`src/rtl/apb_mem_master_if.sv`:
```
// ---------------------------------------------------------------------------
// apb_mem_master_if: command, response and APB bundle for apb_mem_master.
// Rev 1.0
// ---------------------------------------------------------------------------
`default_nettype none

interface apb_mem_master_if #(
  parameter int ADDR_WIDTH = 7,
  parameter int DATA_WIDTH = 32
);

  logic                  i_cmd_valid;
  logic                  o_cmd_ready;
  logic                  i_cmd_write;
  logic [ADDR_WIDTH-1:0] i_cmd_addr;
  logic [DATA_WIDTH-1:0] i_cmd_wdata;

  logic                  o_rsp_valid;
  logic                  i_rsp_ready;
  logic [DATA_WIDTH-1:0] o_rsp_rdata;
  logic                  o_rsp_err;
  logic                  o_rsp_timeout;

  logic                  o_psel;
  logic                  o_penable;
  logic                  o_pwrite;
  logic [ADDR_WIDTH-1:0] o_paddr;
  logic [DATA_WIDTH-1:0] o_pwdata;
  logic [DATA_WIDTH-1:0] i_prdata;
  logic                  i_pready;
  logic                  i_pslverr;

  modport master (
    input  i_cmd_valid, i_cmd_write, i_cmd_addr, i_cmd_wdata,
    input  i_rsp_ready,
    input  i_prdata, i_pready, i_pslverr,
    output o_cmd_ready,
    output o_rsp_valid, o_rsp_rdata, o_rsp_err, o_rsp_timeout,
    output o_psel, o_penable, o_pwrite, o_paddr, o_pwdata
  );

  modport slave (
    output i_cmd_valid, i_cmd_write, i_cmd_addr, i_cmd_wdata,
    output i_rsp_ready,
    output i_prdata, i_pready, i_pslverr,
    input  o_cmd_ready,
    input  o_rsp_valid, o_rsp_rdata, o_rsp_err, o_rsp_timeout,
    input  o_psel, o_penable, o_pwrite, o_paddr, o_pwdata
  );

endinterface

`default_nettype wire

```
`src/rtl/apb_mem_master.sv`:
```
// ---------------------------------------------------------------------------
// apb_mem_master: single-outstanding APB requester between cmd/rsp streams.
// Define APB_MASTER_TIMEOUT_EN to abort ACCESS phases hung on PREADY. Rev 1.0
// ---------------------------------------------------------------------------
`default_nettype none

module apb_mem_master #(
  parameter int ADDR_WIDTH     = 7,
  parameter int DATA_WIDTH     = 32,
  parameter int TIMEOUT_CYCLES = 16
) (
  input  logic             i_clk,
  input  logic             i_rst,
  apb_mem_master_if.master bus
);

  typedef enum logic [1:0] {
    IDLE   = 2'd0,
    SETUP  = 2'd1,
    ACCESS = 2'd2,
    RESP   = 2'd3
  } state_t;

  state_t state_q, state_d;

  logic                  cmd_ready_q,   cmd_ready_d;
  logic                  psel_q,        psel_d;
  logic                  penable_q,     penable_d;
  logic                  pwrite_q,      pwrite_d;
  logic [ADDR_WIDTH-1:0] paddr_q,       paddr_d;
  logic [DATA_WIDTH-1:0] pwdata_q,      pwdata_d;
  logic                  rsp_valid_q,   rsp_valid_d;
  logic [DATA_WIDTH-1:0] rsp_rdata_q,   rsp_rdata_d;
  logic                  rsp_err_q,     rsp_err_d;
  logic                  rsp_timeout_q, rsp_timeout_d;

`ifdef APB_MASTER_TIMEOUT_EN
  localparam int CNT_W = $clog2(TIMEOUT_CYCLES + 1);

  logic [CNT_W-1:0] tmo_cnt_q, tmo_cnt_d;
  logic             tmo_hit;

  // Counter holds the number of PREADY-low cycles already spent in ACCESS,
  // so this one is the TIMEOUT_CYCLES-th when it equals TIMEOUT_CYCLES-1.
  assign tmo_hit = (tmo_cnt_q == CNT_W'(TIMEOUT_CYCLES - 1));
`else
  logic unused_timeout_cfg;
  assign unused_timeout_cfg = (TIMEOUT_CYCLES < 1);
`endif

  always_comb begin
    state_d       = state_q;
    cmd_ready_d   = cmd_ready_q;
    psel_d        = psel_q;
    penable_d     = penable_q;
    pwrite_d      = pwrite_q;
    paddr_d       = paddr_q;
    pwdata_d      = pwdata_q;
    rsp_valid_d   = rsp_valid_q;
    rsp_rdata_d   = rsp_rdata_q;
    rsp_err_d     = rsp_err_q;
    rsp_timeout_d = rsp_timeout_q;
`ifdef APB_MASTER_TIMEOUT_EN
    tmo_cnt_d     = tmo_cnt_q;
`endif

    case (state_q)
      IDLE: begin
        cmd_ready_d = 1'b1;
        if (bus.i_cmd_valid && cmd_ready_q) begin
          cmd_ready_d = 1'b0;
          pwrite_d    = bus.i_cmd_write;
          paddr_d     = bus.i_cmd_addr;
          pwdata_d    = bus.i_cmd_wdata;
          psel_d      = 1'b1;
          penable_d   = 1'b0;
          state_d     = SETUP;
        end
      end

      SETUP: begin
        penable_d = 1'b1;
        state_d   = ACCESS;
`ifdef APB_MASTER_TIMEOUT_EN
        tmo_cnt_d = '0;
`endif
      end

      ACCESS: begin
        // A ready slave always wins over an expiring timeout.
        if (bus.i_pready) begin
          rsp_rdata_d   = pwrite_q ? '0 : bus.i_prdata;
          rsp_err_d     = bus.i_pslverr;
          rsp_timeout_d = 1'b0;
          rsp_valid_d   = 1'b1;
          psel_d        = 1'b0;
          penable_d     = 1'b0;
          state_d       = RESP;
        end
`ifdef APB_MASTER_TIMEOUT_EN
        else if (tmo_hit) begin
          rsp_rdata_d   = '0;
          rsp_err_d     = 1'b1;
          rsp_timeout_d = 1'b1;
          rsp_valid_d   = 1'b1;
          psel_d        = 1'b0;
          penable_d     = 1'b0;
          state_d       = RESP;
        end else begin
          tmo_cnt_d = tmo_cnt_q + 1'b1;
        end
`endif
      end

      RESP: begin
        if (bus.i_rsp_ready) begin
          rsp_valid_d = 1'b0;
          cmd_ready_d = 1'b1;
          state_d     = IDLE;
        end
      end

      default: begin
        state_d = IDLE;
      end
    endcase
  end

  always_ff @(posedge i_clk or posedge i_rst) begin
    if (i_rst) begin
      state_q <= IDLE;
    end else begin
      state_q <= state_d;
    end
  end

  always_ff @(posedge i_clk or posedge i_rst) begin
    if (i_rst) begin
      cmd_ready_q   <= 1'b0;
      psel_q        <= 1'b0;
      penable_q     <= 1'b0;
      pwrite_q      <= 1'b0;
      paddr_q       <= '0;
      pwdata_q      <= '0;
      rsp_valid_q   <= 1'b0;
      rsp_rdata_q   <= '0;
      rsp_err_q     <= 1'b0;
      rsp_timeout_q <= 1'b0;
    end else begin
      cmd_ready_q   <= cmd_ready_d;
      psel_q        <= psel_d;
      penable_q     <= penable_d;
      pwrite_q      <= pwrite_d;
      paddr_q       <= paddr_d;
      pwdata_q      <= pwdata_d;
      rsp_valid_q   <= rsp_valid_d;
      rsp_rdata_q   <= rsp_rdata_d;
      rsp_err_q     <= rsp_err_d;
      rsp_timeout_q <= rsp_timeout_d;
    end
  end

`ifdef APB_MASTER_TIMEOUT_EN
  always_ff @(posedge i_clk or posedge i_rst) begin
    if (i_rst) begin
      tmo_cnt_q <= '0;
    end else begin
      tmo_cnt_q <= tmo_cnt_d;
    end
  end
`endif

  assign bus.o_cmd_ready   = cmd_ready_q;
  assign bus.o_psel        = psel_q;
  assign bus.o_penable     = penable_q;
  assign bus.o_pwrite      = pwrite_q;
  assign bus.o_paddr       = paddr_q;
  assign bus.o_pwdata      = pwdata_q;
  assign bus.o_rsp_valid   = rsp_valid_q;
  assign bus.o_rsp_rdata   = rsp_rdata_q;
  assign bus.o_rsp_err     = rsp_err_q;
  assign bus.o_rsp_timeout = rsp_timeout_q;

endmodule

`default_nettype wire

```
`src/flat_wrapper.sv`:
```
// flat-port wrapper written by rule: the top's interface ports become plain ports
module apb_mem_master_flat 
#(
  parameter int ADDR_WIDTH     = 7,
  parameter int DATA_WIDTH     = 32,
  parameter int TIMEOUT_CYCLES = 16
)
  (i_clk, i_rst, bus_i_cmd_valid, bus_i_cmd_write, bus_i_cmd_addr, bus_i_cmd_wdata, bus_i_rsp_ready, bus_i_prdata, bus_i_pready, bus_i_pslverr, bus_o_cmd_ready, bus_o_rsp_valid, bus_o_rsp_rdata, bus_o_rsp_err, bus_o_rsp_timeout, bus_o_psel, bus_o_penable, bus_o_pwrite, bus_o_paddr, bus_o_pwdata);
  apb_mem_master_if #(.ADDR_WIDTH(ADDR_WIDTH), .DATA_WIDTH(DATA_WIDTH)) bus_i ();
  input  logic i_clk;
  input  logic i_rst;
  input wire logic [$bits(bus_i.i_cmd_valid)-1:0] bus_i_cmd_valid;
  input wire logic [$bits(bus_i.i_cmd_write)-1:0] bus_i_cmd_write;
  input wire logic [$bits(bus_i.i_cmd_addr)-1:0] bus_i_cmd_addr;
  input wire logic [$bits(bus_i.i_cmd_wdata)-1:0] bus_i_cmd_wdata;
  input wire logic [$bits(bus_i.i_rsp_ready)-1:0] bus_i_rsp_ready;
  input wire logic [$bits(bus_i.i_prdata)-1:0] bus_i_prdata;
  input wire logic [$bits(bus_i.i_pready)-1:0] bus_i_pready;
  input wire logic [$bits(bus_i.i_pslverr)-1:0] bus_i_pslverr;
  output wire logic [$bits(bus_i.o_cmd_ready)-1:0] bus_o_cmd_ready;
  output wire logic [$bits(bus_i.o_rsp_valid)-1:0] bus_o_rsp_valid;
  output wire logic [$bits(bus_i.o_rsp_rdata)-1:0] bus_o_rsp_rdata;
  output wire logic [$bits(bus_i.o_rsp_err)-1:0] bus_o_rsp_err;
  output wire logic [$bits(bus_i.o_rsp_timeout)-1:0] bus_o_rsp_timeout;
  output wire logic [$bits(bus_i.o_psel)-1:0] bus_o_psel;
  output wire logic [$bits(bus_i.o_penable)-1:0] bus_o_penable;
  output wire logic [$bits(bus_i.o_pwrite)-1:0] bus_o_pwrite;
  output wire logic [$bits(bus_i.o_paddr)-1:0] bus_o_paddr;
  output wire logic [$bits(bus_i.o_pwdata)-1:0] bus_o_pwdata;
  assign bus_i.i_cmd_valid = bus_i_cmd_valid;
  assign bus_i.i_cmd_write = bus_i_cmd_write;
  assign bus_i.i_cmd_addr = bus_i_cmd_addr;
  assign bus_i.i_cmd_wdata = bus_i_cmd_wdata;
  assign bus_i.i_rsp_ready = bus_i_rsp_ready;
  assign bus_i.i_prdata = bus_i_prdata;
  assign bus_i.i_pready = bus_i_pready;
  assign bus_i.i_pslverr = bus_i_pslverr;
  assign bus_o_cmd_ready = bus_i.o_cmd_ready;
  assign bus_o_rsp_valid = bus_i.o_rsp_valid;
  assign bus_o_rsp_rdata = bus_i.o_rsp_rdata;
  assign bus_o_rsp_err = bus_i.o_rsp_err;
  assign bus_o_rsp_timeout = bus_i.o_rsp_timeout;
  assign bus_o_psel = bus_i.o_psel;
  assign bus_o_penable = bus_i.o_penable;
  assign bus_o_pwrite = bus_i.o_pwrite;
  assign bus_o_paddr = bus_i.o_paddr;
  assign bus_o_pwdata = bus_i.o_pwdata;
  apb_mem_master #(.ADDR_WIDTH(ADDR_WIDTH), .DATA_WIDTH(DATA_WIDTH), .TIMEOUT_CYCLES(TIMEOUT_CYCLES)) u_core (.i_clk(i_clk), .i_rst(i_rst), .bus(bus_i));
endmodule
```
`config.mk`:
```
export PLATFORM = sky130hd
export DESIGN_NAME = apb_mem_master_flat
export DESIGN_NICKNAME = d
export VERILOG_FILES = /design/src/rtl/apb_mem_master_if.sv /design/src/rtl/apb_mem_master.sv /design/src/flat_wrapper.sv
export SDC_FILE = /design/constraint.sdc
export NUM_CORES = 1
export LEC_CHECK = 0
export ABC_CLOCK_PERIOD_IN_PS = 4100
export BUFFER_PORTS_ARGS = -buffer_cell sky130_fd_sc_hd__buf_4
export CAP_MARGIN = 20
export CORE_MARGIN = 3
export CORE_UTILIZATION = 50
export DETAILED_ROUTE_END_ITERATION = 10
export PLACE_DENSITY = 0.84
export SLEW_MARGIN = 40
export SYNTH_ARGS = -nofsm -noshare
export SYNTH_HDL_FRONTEND = slang
export SYNTH_SLANG_ARGS = --single-unit
```
`constraint.sdc`:
```
create_clock -name i_clk -period 4.1 [get_ports i_clk]
set_input_delay 0.82 -clock i_clk [delete_from_list [all_inputs] [get_ports i_clk]]
set_output_delay 0.82 -clock i_clk [all_outputs]
set_load 0.02 [all_outputs]
```
==> implementation parameters <==
Parameter                              Value

Critical path
  Critical path fanouts, max ... 34
  Cells traversed along the worst timing path ... buf_4
  Critical path's slowest cell ... dfrtp_2
  Critical path capture point type ... primary output
  Critical Path RT ... 3.28 ns
  CP bufs+invs ... 1
  Kind of cell adding the most delay to the critical path ... flip-flops
  Largest incremental delay on the critical path ... 0.64 ns
  Crit start category ... flip-flop
  Arrival time worst endpoint ... 1.21 ns
  Worst Path Class, Setup ... flip-flop to primary output

STA
  Setup repair after global routing missed its margin ... false
  Fmax ... 492 MHz
  Post-route clock period utilization ... 49.6%
  Actual transition at the worst max-transition pin ... 0.557 ns
  Setup total negative slack ... 0 ns
  # setup viols final ... 0
  Hold violation total from the final report ... 0
  Max-slew violation count ... 0
  Min Clock Period, post-route ... 2.03 ns
  Post-route worst hold slack ... 0.478 ns
  Max_slew headroom ... 62.9%
  Clock tree skew after final layout ... 0.00692 ns

Clock network
  CTS Hold Bufs ... 0
  Setup bufs post-CTS ... 0
  Insertion delay of the later-clocked pin in the worst-skew pair ... 0.34 ns
  TritonCTS Buffers ... 9
  H-tree Lvls ... 3
  Library cell used as clock root buffer ... clkbuf_8
  Post-cts repair resize count ... 0
  Clock buffer depth ... 2
  Clock input transition at the sequential cells of the worst setup and hold paths ... 0.07 ns
  CTS tree ... built
  Clock Sinks ... 79

Pwr
  Internal portion of total power ... 2330 uW
  Total leakage power ... 0.00231 uW
  Cell area power density ... 816 nW/um^2
  Switch share ... 38.4%
  Net Sw Power ... 1450 uW
  Part of the power in combinational logic ... 48.0%
  Relative contribution of sequential cells to total power ... 37.4%
  Worst IR drop on VDD ... 484 uV
  Part of the total power dissipated in the clock network ... 14.7%

Cells and area
  Signed area change from the synthesized netlist to the final layout ... 42.0%
  Share of post-route cells with drive strength above 1 ... 50.8%
  Finished layout cell area ... 4620 sq um
  FF+latch area ... 1980 sq um
  Antenna diode instance count ... 0
  Fin nets ... 498
  Area taken by multi-input logic gates ... 1170 sq um
  Post-Layout Cell Count ... 494
  Finished Core Util ... 75.9%
  Number of inserted filler cells in the final layout ... 423

Logic synthesis
  Top flip-flop cell by instance count after synthesis ... dfrtp_1
  Synth warnings ... 0
  Share of the synthesized area in the top cell type ... 60.7%
  Biggest area consumer among synthesized cells ... dfrtp_1
  Area of the mapped netlist ... 3260 sq um
  Seq/Total Area, Yosys ... 60.7%
  Number of distinct library cells after synthesis ... 22
  Most used standard cell by instance count after synthesis ... dfrtp_1
  Top post-synthesis cells by area ... dfrtp_1 61%, mux2_2 13%, nand2b_1 6.3%
  Count of flip-flops with a built-in enable after synthesis ... 0
  Post-synthesis net count ... 347
  Flip-flop and latch count after synthesis ... 79
  Ranking of synthesized cells by instance count ... 79 x dfrtp_1, 39 x mux2_2, 39 x o21ai_0
  Fraction of registers with async set or reset after synthesis ... 100%
  Syn avg cell area ... 12.4 sq um
  Number of instances in the synthesized netlist ... 263

Die
  Initial core utilization ... 53.4%
  Die Y-Extent ... 86.7 microns
  Floorplan core area ... 6100 sq um
  Die area ... 7520 sq um
  Count of standard-cell rows ... 28
  Number of top-level pins ... 156
  Width of the die ... 86.7 microns

Hold path
  Class of the most critical hold timing path ... flip-flop to flip-flop

Global routing
  Number of antenna violations at the first check in global routing ... 0
  Sum of overflow across all layers after global routing ... 0
  Total track usage ... 19.9%
  First-pass GRT wire length ... 11.6 mm
  Maximum number of pins on one net before global-route repair ... 66
  Number of global-route vias before repair ... 2426

Place
  Inst Count DP ... 478
  Count of port buffers added during placement ... 154
  Cell area reported after detailed placement ... 4430 sq um
  Total half-perimeter wirelength after legalization and detailed placement ... 5.58 mm
  Routability cong. ... 0.780

Drt
  DRC viols ... 0
  Count of nets left with antenna violations after detail routing ... 0
  Drt first pass iters ... 4
  Average wire per cell in the routed design ... 14.8 microns
  Routed wire length ... 7.31 mm
  Via count ... 2431
  DRT iter0 DRCs ... 68
  Vias per cell ... 4.92

Run status
  Outcome ... complete, no violations

Run
  Max-cap violations ... 0
==> placed cells by master (no fill, tap or decap), types with 3 or more instances in the layout <==
cell type  count
mux2_2        39
ha_1           6
clkbuf_1       3
nand2b_1      33
dfrtp_1       78
inv_1          4
nand2_1       32
o21ai_0       39
clkbuf_8      10
mux2_1         4
buf_4        155
==> final timing paths <==
path	start	end	slack, ns	cells past startpoint
worst max register to register	u_core.state_q[0]$_DFFE_PP0P_	u_core.bus.o_pwdata[9]$_DFFE_PP0P_	2.20	4
worst min register to register	u_core.bus.o_rsp_rdata[26]$_DFFE_PP0P_	u_core.bus.o_rsp_rdata[26]$_DFFE_PP0P_	0.48	2
worst min-delay path	u_core.bus.o_rsp_rdata[26]$_DFFE_PP0P_	u_core.bus.o_rsp_rdata[26]$_DFFE_PP0P_	0.48	2
max in group asynchronous	i_rst	u_core.bus.o_pwrite$_DFFE_PP0P_	2.92	3
worst max-delay path	u_core.bus.o_pwrite$_DFFE_PP0P_	bus_o_pwrite	2.07	1
min in group asynchronous	i_rst	u_core.bus.o_rsp_rdata[23]$_DFFE_PP0P_	0.52	2
==> final cells by class <==
type	instances	share of cell area, %
clock buffers	13	3.22
repair buffers	155	25.2
flip-flops and latches	79	42.8
clock inverters	3	0.920
multi-input cells	164	25.4
inverters	5	0.514
well taps	75	2.03
==> sequential cells by signal, summed over array words and instances (netlist names) <==
signal,cells
u_core.bus.o_rsp_valid,1
u_core.bus.o_psel,1
u_core.bus.o_cmd_ready,1
u_core.bus.o_penable,1
u_core.state_q,2
u_core.bus.o_rsp_rdata,32
u_core.bus.o_rsp_err,1
u_core.bus.o_paddr,7
u_core.bus.o_pwdata,32
u_core.bus.o_pwrite,1
==> power by group through the flow <==
stage / Combinational (uW) / Clock, uW / Sequential, uW
after detailed placement: 1840 / 0 / 1420
after floorplan: 640 / 0 / 1820
after global placement: 1790 / 0 / 1410
after global routing: 1950 / 600 / 1470
after CTS: 1840 / 569 / 1410
final: 1810 / 553 / 1410
==> metal layers <==
layer | wire length, microns | track usage, % | vias up
met4 | 138 | 8.78 | 0
met3 | 836 | 6.08 | 12
met2 | 3380 | 32.1 | 124
li1 | - | - | 1178
met5 | 0 | 0 | -
met1 | 2960 | 24.8 | 1117
==> cell families (layout without fill, tap and decap cells) <==
family	count (synthesis)	after routing	synth area share [%]
compound gates	43	43	7.07
fa+ha+maj	6	6	2.31
buf+inv	20	176	3.46
flops	79	79	60.7
mux	44	44	15.2
other cells	1	1	0.115
simple gates	70	70	11.1
==> worst register-to-register path: stages (launching register included) <==
cell,delay (ns)
dfrtp_1,0.40
inv_1,0.15
ha_1,0.27
nand3_4,0.45
mux2_1,0.50
==> per-stage QoR <==
stage / total power (uW) / worst slack, ns
finish: 3770 / 2.07
global route: 4020 / 1.96
CTS: 3820 / 1.78
detailed placement: 3260 / 2.08
global placement: 3200 / 1.94
floorplan: 2460 / 1.26
No activity file was read; power rests on OpenSTA's default activity.
